### src/rtl/i2c_pkg.sv
// Shared I2C definitions: target receiver state encoding, R/W bit value and
// a small byte-assembly helper used by both the target receiver and the
// write controller.
package i2c_pkg;

  // Target receiver FSM states
  typedef enum logic [2:0] {
    ST_IDLE   = 3'd0,
    ST_ADDR   = 3'd1,
    ST_ACK_A  = 3'd2,
    ST_DATA   = 3'd3,
    ST_ACK_D  = 3'd4,
    ST_IGNORE = 3'd5
  } i2c_tgt_state_t;

  // Value of the R/W bit for a write transfer
  localparam logic I2C_RW_WRITE = 1'b0;

  // Index of the last bit in a byte (bits are counted 0..7)
  localparam logic [2:0] I2C_LAST_BIT = 3'd7;

  // Shift one bus bit into a byte, MSB first
  function automatic logic [7:0] i2c_shift_in(input logic [7:0] cur, input logic b);
    return {cur[6:0], b};
  endfunction

endpackage

### src/rtl/i2c_sync_edge.sv
// Synchronizer plus edge detector for one raw I2C pin. All flops reset to 1,
// which is the idle level of an open-drain bus line, so leaving reset never
// produces a spurious edge.
module i2c_sync_edge #(
  parameter int SYNC_STAGES = 2
) (
  input  logic clk,
  input  logic reset_n,
  input  logic d,
  output logic q,
  output logic rise,
  output logic fall
);

  logic [SYNC_STAGES-1:0] sync_reg;
  logic                   prev_reg;

  // First synchronizer stage samples the raw pin
  always_ff @(posedge clk or negedge reset_n) begin
    if (!reset_n) sync_reg[0] <= 1'b1;
    else          sync_reg[0] <= d;
  end

  genvar gi;
  generate
    for (gi = 1; gi < SYNC_STAGES; gi++) begin : g_stage
      // Remaining synchronizer stages, one flop each
      always_ff @(posedge clk or negedge reset_n) begin
        if (!reset_n) sync_reg[gi] <= 1'b1;
        else          sync_reg[gi] <= sync_reg[gi-1];
      end
    end
  endgenerate

  // Previous-value flop for edge detection on the synchronized signal
  always_ff @(posedge clk or negedge reset_n) begin
    if (!reset_n) prev_reg <= 1'b1;
    else          prev_reg <= sync_reg[SYNC_STAGES-1];
  end

  assign q    = sync_reg[SYNC_STAGES-1];
  assign rise =  q & ~prev_reg;
  assign fall = ~q &  prev_reg;

endmodule

### src/rtl/i2c_target_rx.sv
// Write-only I2C target receiver. Oversamples SCL/SDA, decodes START/STOP,
// matches the 7-bit address, ACKs by pulling SDA low and collects NBYTES data
// bytes onto a parallel bus. SCL is never driven or stretched.
module i2c_target_rx
  import i2c_pkg::*;
#(
  parameter logic [6:0] ADDR        = 7'h10,
  parameter int         NBYTES      = 2,
  parameter int         SYNC_STAGES = 2
) (
  input  logic                   clk,
  input  logic                   reset_n,
  input  logic                   SCL,
  input  logic                   SDA,
  output logic                   SDA_OE,
  output logic [NBYTES-1:0][7:0] rdata,
  output logic                   valid,
  output logic                   busy
);

  localparam int                BYTE_W   = $clog2(NBYTES + 1);
  localparam logic [BYTE_W-1:0] NBYTES_C = BYTE_W'(NBYTES);

  logic scl_q, scl_rise, scl_fall;
  logic sda_q, sda_rise, sda_fall;

  i2c_sync_edge #(.SYNC_STAGES(SYNC_STAGES)) u_scl (
    .clk     (clk),
    .reset_n (reset_n),
    .d       (SCL),
    .q       (scl_q),
    .rise    (scl_rise),
    .fall    (scl_fall)
  );

  i2c_sync_edge #(.SYNC_STAGES(SYNC_STAGES)) u_sda (
    .clk     (clk),
    .reset_n (reset_n),
    .d       (SDA),
    .q       (sda_q),
    .rise    (sda_rise),
    .fall    (sda_fall)
  );

  i2c_tgt_state_t              state_reg;
  logic [2:0]                  bit_cnt_reg;
  logic [BYTE_W-1:0]           byte_cnt_reg;
  logic [7:0]                  shift_reg;
  logic                        sda_oe_reg;
  logic                        valid_reg;
  logic                        busy_reg;
  logic [NBYTES-1:0][7:0]      rdata_reg;

  logic       start_evt;
  logic       stop_evt;
  logic [7:0] byte_next;
  logic       addr_match;
  logic       store_en;

  // Bus conditions: SDA changing while SCL is high
  assign start_evt = sda_fall & scl_q;
  assign stop_evt  = sda_rise & scl_q;

  // Byte as it stands once the current SDA level is shifted in
  assign byte_next  = i2c_shift_in(shift_reg, sda_q);
  assign addr_match = (byte_next[7:1] == ADDR) && (byte_next[0] == I2C_RW_WRITE);

  // A data byte is latched on its 8th SCL rise while there is room for it
  assign store_en = (state_reg == ST_DATA) && scl_rise && !start_evt && !stop_evt &&
                    (bit_cnt_reg == I2C_LAST_BIT) && (byte_cnt_reg < NBYTES_C);

  // Protocol FSM with counters and registered SDA_OE / valid / busy
  always_ff @(posedge clk or negedge reset_n) begin
    if (!reset_n) begin
      state_reg    <= ST_IDLE;
      bit_cnt_reg  <= 3'd0;
      byte_cnt_reg <= '0;
      shift_reg    <= 8'h00;
      sda_oe_reg   <= 1'b0;
      valid_reg    <= 1'b0;
      busy_reg     <= 1'b0;
    end else begin
      valid_reg <= 1'b0;
      if (stop_evt) begin
        state_reg  <= ST_IDLE;
        sda_oe_reg <= 1'b0;
        busy_reg   <= 1'b0;
      end else if (start_evt) begin
        // START from idle and repeated START mid-transfer behave the same
        state_reg    <= ST_ADDR;
        sda_oe_reg   <= 1'b0;
        busy_reg     <= 1'b1;
        bit_cnt_reg  <= 3'd0;
        byte_cnt_reg <= '0;
      end else begin
        case (state_reg)
          ST_ADDR: begin
            if (scl_rise) begin
              shift_reg <= byte_next;
              if (bit_cnt_reg == I2C_LAST_BIT) begin
                state_reg <= addr_match ? ST_ACK_A : ST_IGNORE;
              end else begin
                bit_cnt_reg <= bit_cnt_reg + 3'd1;
              end
            end
          end
          ST_ACK_A, ST_ACK_D: begin
            // First fall drives the ACK, second fall releases it
            if (scl_fall) begin
              if (!sda_oe_reg) begin
                sda_oe_reg <= 1'b1;
              end else begin
                sda_oe_reg  <= 1'b0;
                state_reg   <= ST_DATA;
                bit_cnt_reg <= 3'd0;
                if ((state_reg == ST_ACK_D) && (byte_cnt_reg == NBYTES_C)) valid_reg <= 1'b1;
              end
            end
          end
          ST_DATA: begin
            if (scl_rise) begin
              shift_reg <= byte_next;
              if (bit_cnt_reg == I2C_LAST_BIT) begin
                if (byte_cnt_reg < NBYTES_C) begin
                  byte_cnt_reg <= byte_cnt_reg + BYTE_W'(1);
                  state_reg    <= ST_ACK_D;
                end else begin
                  // Extra byte beyond NBYTES: NACK and wait for the bus to end
                  state_reg <= ST_IGNORE;
                end
              end else begin
                bit_cnt_reg <= bit_cnt_reg + 3'd1;
              end
            end
          end
          ST_IDLE, ST_IGNORE: begin
            sda_oe_reg <= 1'b0;
          end
          default: begin
            state_reg  <= ST_IDLE;
            sda_oe_reg <= 1'b0;
          end
        endcase
      end
    end
  end

  genvar gi;
  generate
    for (gi = 0; gi < NBYTES; gi++) begin : g_rdata
      // First received byte lands in the top slot, later bytes fill downwards
      always_ff @(posedge clk or negedge reset_n) begin
        if (!reset_n) begin
          rdata_reg[gi] <= 8'h00;
        end else if (store_en && (byte_cnt_reg == BYTE_W'(NBYTES - 1 - gi))) begin
          rdata_reg[gi] <= byte_next;
        end
      end
    end
  endgenerate

  assign SDA_OE = sda_oe_reg;
  assign valid  = valid_reg;
  assign busy   = busy_reg;
  assign rdata  = rdata_reg;

endmodule

### config.mk
export PLATFORM = sky130hd
export DESIGN_NAME = i2c_target_rx
export DESIGN_NICKNAME = d
export VERILOG_FILES = /design/src/rtl/i2c_pkg.sv /design/src/rtl/i2c_sync_edge.sv /design/src/rtl/i2c_target_rx.sv
export SDC_FILE = /design/constraint.sdc
export NUM_CORES = 1
export LEC_CHECK = 0
export CORE_AREA = 2 2 85 54
export CTS_CLUSTER_DIAMETER = 200
export DETAILED_ROUTE_END_ITERATION = 10
export DIE_AREA = 0 0 87 56
export PLACE_DENSITY = 0.71
export SLEW_MARGIN = 20
export SYNTH_ARGS = -nofsm -noshare
export SYNTH_HDL_FRONTEND = slang
export SYNTH_SLANG_ARGS = --single-unit
### constraint.sdc
create_clock -name clk -period 2 [get_ports clk]
set_clock_uncertainty 0.2 [all_clocks]
set_input_delay 0.2 -clock clk [delete_from_list [all_inputs] [get_ports clk]]
set_output_delay 0.2 -clock clk [all_outputs]
set_load 0.03 [all_outputs]
==> impl_results.md <==
- Drt wl/cell: 17.1 µm
- # fillers: 287
- Reg2reg start: u_scl.q$_DFF_PN1_
- Effective utilization at floorplan: 49.2%
- Drt pass-1 iters: 4
- Via/cell ratio: 5.45
- Initial antenna violation count: 0
- Hold Crit Start: SCL
- WHS Path Cells: 1
- Setup CP Type: flip-flop to flip-flop
- Setup WS pre-CTS: -0.174 ns
- Most frequent cells in the layout: dfrtp_1, clkdlybuf4s50_1, buf_4
- DRC viols: 0
- RSZ-0062 raised after global routing: true
- Hold Path End: u_scl.sync_reg[0]$_DFF_PN1_
- Clock latency on the worst-skew pair: 0.29 ns
- FF-to-FF path depth: 5
- TritonCTS clock tree: done
- Req. time, crit path: 1.98 ns
- WL met3: 184 µm
- Setup TNS: -1.72 ns
- Flops & latches, synth: 40
- Max-Cap Viols: 0
- Final Hold Fails: 0
- Full die area: 0.00487 mm²
- Arrival @ worst endpoint: 2.10 ns
- H-tree Lvls: 2
- Crit-path max FO: 8
- Final period util: 106%
- Sequential area share after synthesis: 50.8%
- Clock Sinks: 40
- Port bufs: 22
- Root Buffer: clkbuf_8
- Slew Viols, Final: 0
- Largest net degree at the start of global routing: 41
- Achievable Freq: 0.472 GHz
- Clock buffer count from CTS: 5
- Minimum clock period: 2.12 ns
- Worst Hold Class: input port to flip-flop
- Layout area overhead: 28.6%
- DR top layer: met4
- Met1 Wirelength: 2.19 mm
- Synth unique cells: 46
- Longest Clk Path Bufs: 2
- Hpwl dp: 3.09 mm
- Top-level I/O count: 23
- Synth Warn #: 0
- # diodes: 0
- Worst setup margin: -0.119 ns
- Synthesized Nets: 166
- Gpl congestion: 0.940
- Global route total overflow: 0
- Syn Area/Cell: 12.6 µm²
- Status: finished with violations
- Fin nets: 213
- Routed Antenna Nets: 0
- Pwr dens: 835 mW/mm²
- Routed via count: 1389
- Die X: 87 µm
- Proportion of layout cells with a drive suffix above 1: 35.1%
- Failing checks: setup timing
- Clock-pin slew on the worst setup and hold paths: 0.08 ns
- VDD IR max: 0.435 mV
- Final setup fails: 19
- Tot Pwr: 2130 µW
- Tot GR Track Use: 19.4%
- Met2 WL: 1.96 mm
- Worst setup SP type: flip-flop
- Core region area: 0.00403 mm²
- LEAKAGE: 0.00122 µW
- Die Ht: 56 µm
- Capture point of the worst reg-to-reg path: rdata[3]$_DFFE_PN0P_
- Most common cell after layout, fill and taps aside: dfrtp_1
- Drt total wl: 4.35 mm
- Cell Area, Synth: 0.00198 mm²
- Initial DRC Count: 59
- R2r setup slk: -0.12 ns
- Slew headroom: 67.6%
- First-pass GRT wire length: 7.22 mm
- CP Capture Type: flip-flop
- Cell count after synthesis: 157
- Worst-margin pin slew: 0.485 ns
- Max reg flops: 16
- Vias in the first global route: 1428
- Rows: 18
## repair_timing
item	4_1_cts	5_1_grt
pin swaps	3	1
endpoints found under the setup margin	18	29
endpoints found under the hold margin	34	0
hold buffers	1	0
cloned	0	0
gates resized for setup	8	6
setup buffers	2	2
## Yosys cell counts (all sizes together)
master	n	area (µm²)
a211oi	1	7.51
a211o	1	8.76
o22ai	1	6.26
mux2i	2	20.0
nor2	10	53.8
and3	1	6.26
xor2	2	17.5
nor4b	1	8.76
nor3	2	10.0
mux2	26	353
a22o	3	26.3
nand3	3	40.0
o2bb2a	1	10.0
o32ai	1	8.76
a21o	1	7.51
and2	1	6.26
nand2b	5	38.8
a2bb2oi	1	8.76
o41a	1	11.3
dfstp	6	158
nor4	1	6.26
ha	5	62.6
a21oi	5	25.0
nand4	1	6.26
and2b	1	10.0
inv	6	22.5
o21ai	7	38.8
and4	1	11.3
dfrtp	34	851
nand3b	1	7.51
or3	3	23.8
a22oi	1	7.51
buf	6	35.0
nor2b	1	6.26
nor3b	1	7.51
o211ai	2	15.0
nand2	11	41.3
## per-layer routing
layer | vias up | GRT usage [%]
li1 | 655 | -
met1 | 700 | 28.3
met2 | 29 | 28.6
met3 | 5 | 5.19
met4 | 0 | 4.91
met5 | - | 0
## through the flow
stage               util, %  instance area (µm²)  hold WS, ns  cells
finish                 63.3                 2550        0.111    255
detailed placement     58.8                 2370       0.0806    242
global route           63.3                 2550       0.0972    255
floorplan                 -                 1990       -0.296    157
global placement       58.8                 2370       0.0732    242
CTS                    62.3                 2510        0.105    253
## kinds of logic (layout without fill, tap and decap cells)
logic type	count (synthesis)	in the layout	synth area share, %
and+or+nand+nor	44	44	14.3
DFF	40	40	50.8
muxes	28	28	18.8
AOI/OAI and AO/OA	26	26	9.14
buffers and inverters	12	60	2.90
adders and majority gates	5	5	3.15
xor gates and xnor gates	2	2	0.883
## worst max-delay path: stages (launching register included)
cell and delay, ns:
dfstp_2 0.60, nand2b_1 0.10, or3_4 0.43, nor2_8 0.13, nand3_4 0.19, mux2_4 0.36
## cell type report
class | count | area (µm²) | share of cell area (%)
Clock inverter | 3 | 18.8 | 0.736
Multi-Input combinational cell | 105 | 963 | 37.8
Clock buffer | 5 | 68.8 | 2.70
Tap cell | 50 | 62.6 | 2.45
Inverter | 6 | 22.5 | 0.883
Timing Repair Buffer | 46 | 405 | 15.9
Sequential cell | 40 | 1010 | 39.6
## power by group
part / switching (µW) / internal, µW
sequential: 109 / 895
clock: 287 / 243
combinational: 291 / 304
## worst max-delay path by stage
stage                                     to                       start  slack [ns]
floorplan           state_reg[0]$_DFFE_PN0P_  bit_cnt_reg[0]$_DFFE_PN0P_       -0.03
global placement        rdata[2]$_DFFE_PN0P_  bit_cnt_reg[0]$_DFFE_PN0P_       -0.10
detailed placement      rdata[5]$_DFFE_PN0P_  bit_cnt_reg[0]$_DFFE_PN0P_       -0.17
CTS                     rdata[5]$_DFFE_PN0P_  bit_cnt_reg[0]$_DFFE_PN0P_       -0.13
global route            rdata[3]$_DFFE_PN0P_  bit_cnt_reg[0]$_DFFE_PN0P_       -0.19
finish                  rdata[3]$_DFFE_PN0P_           u_scl.q$_DFF_PN1_       -0.12
(Power assumes the default switching activity.)
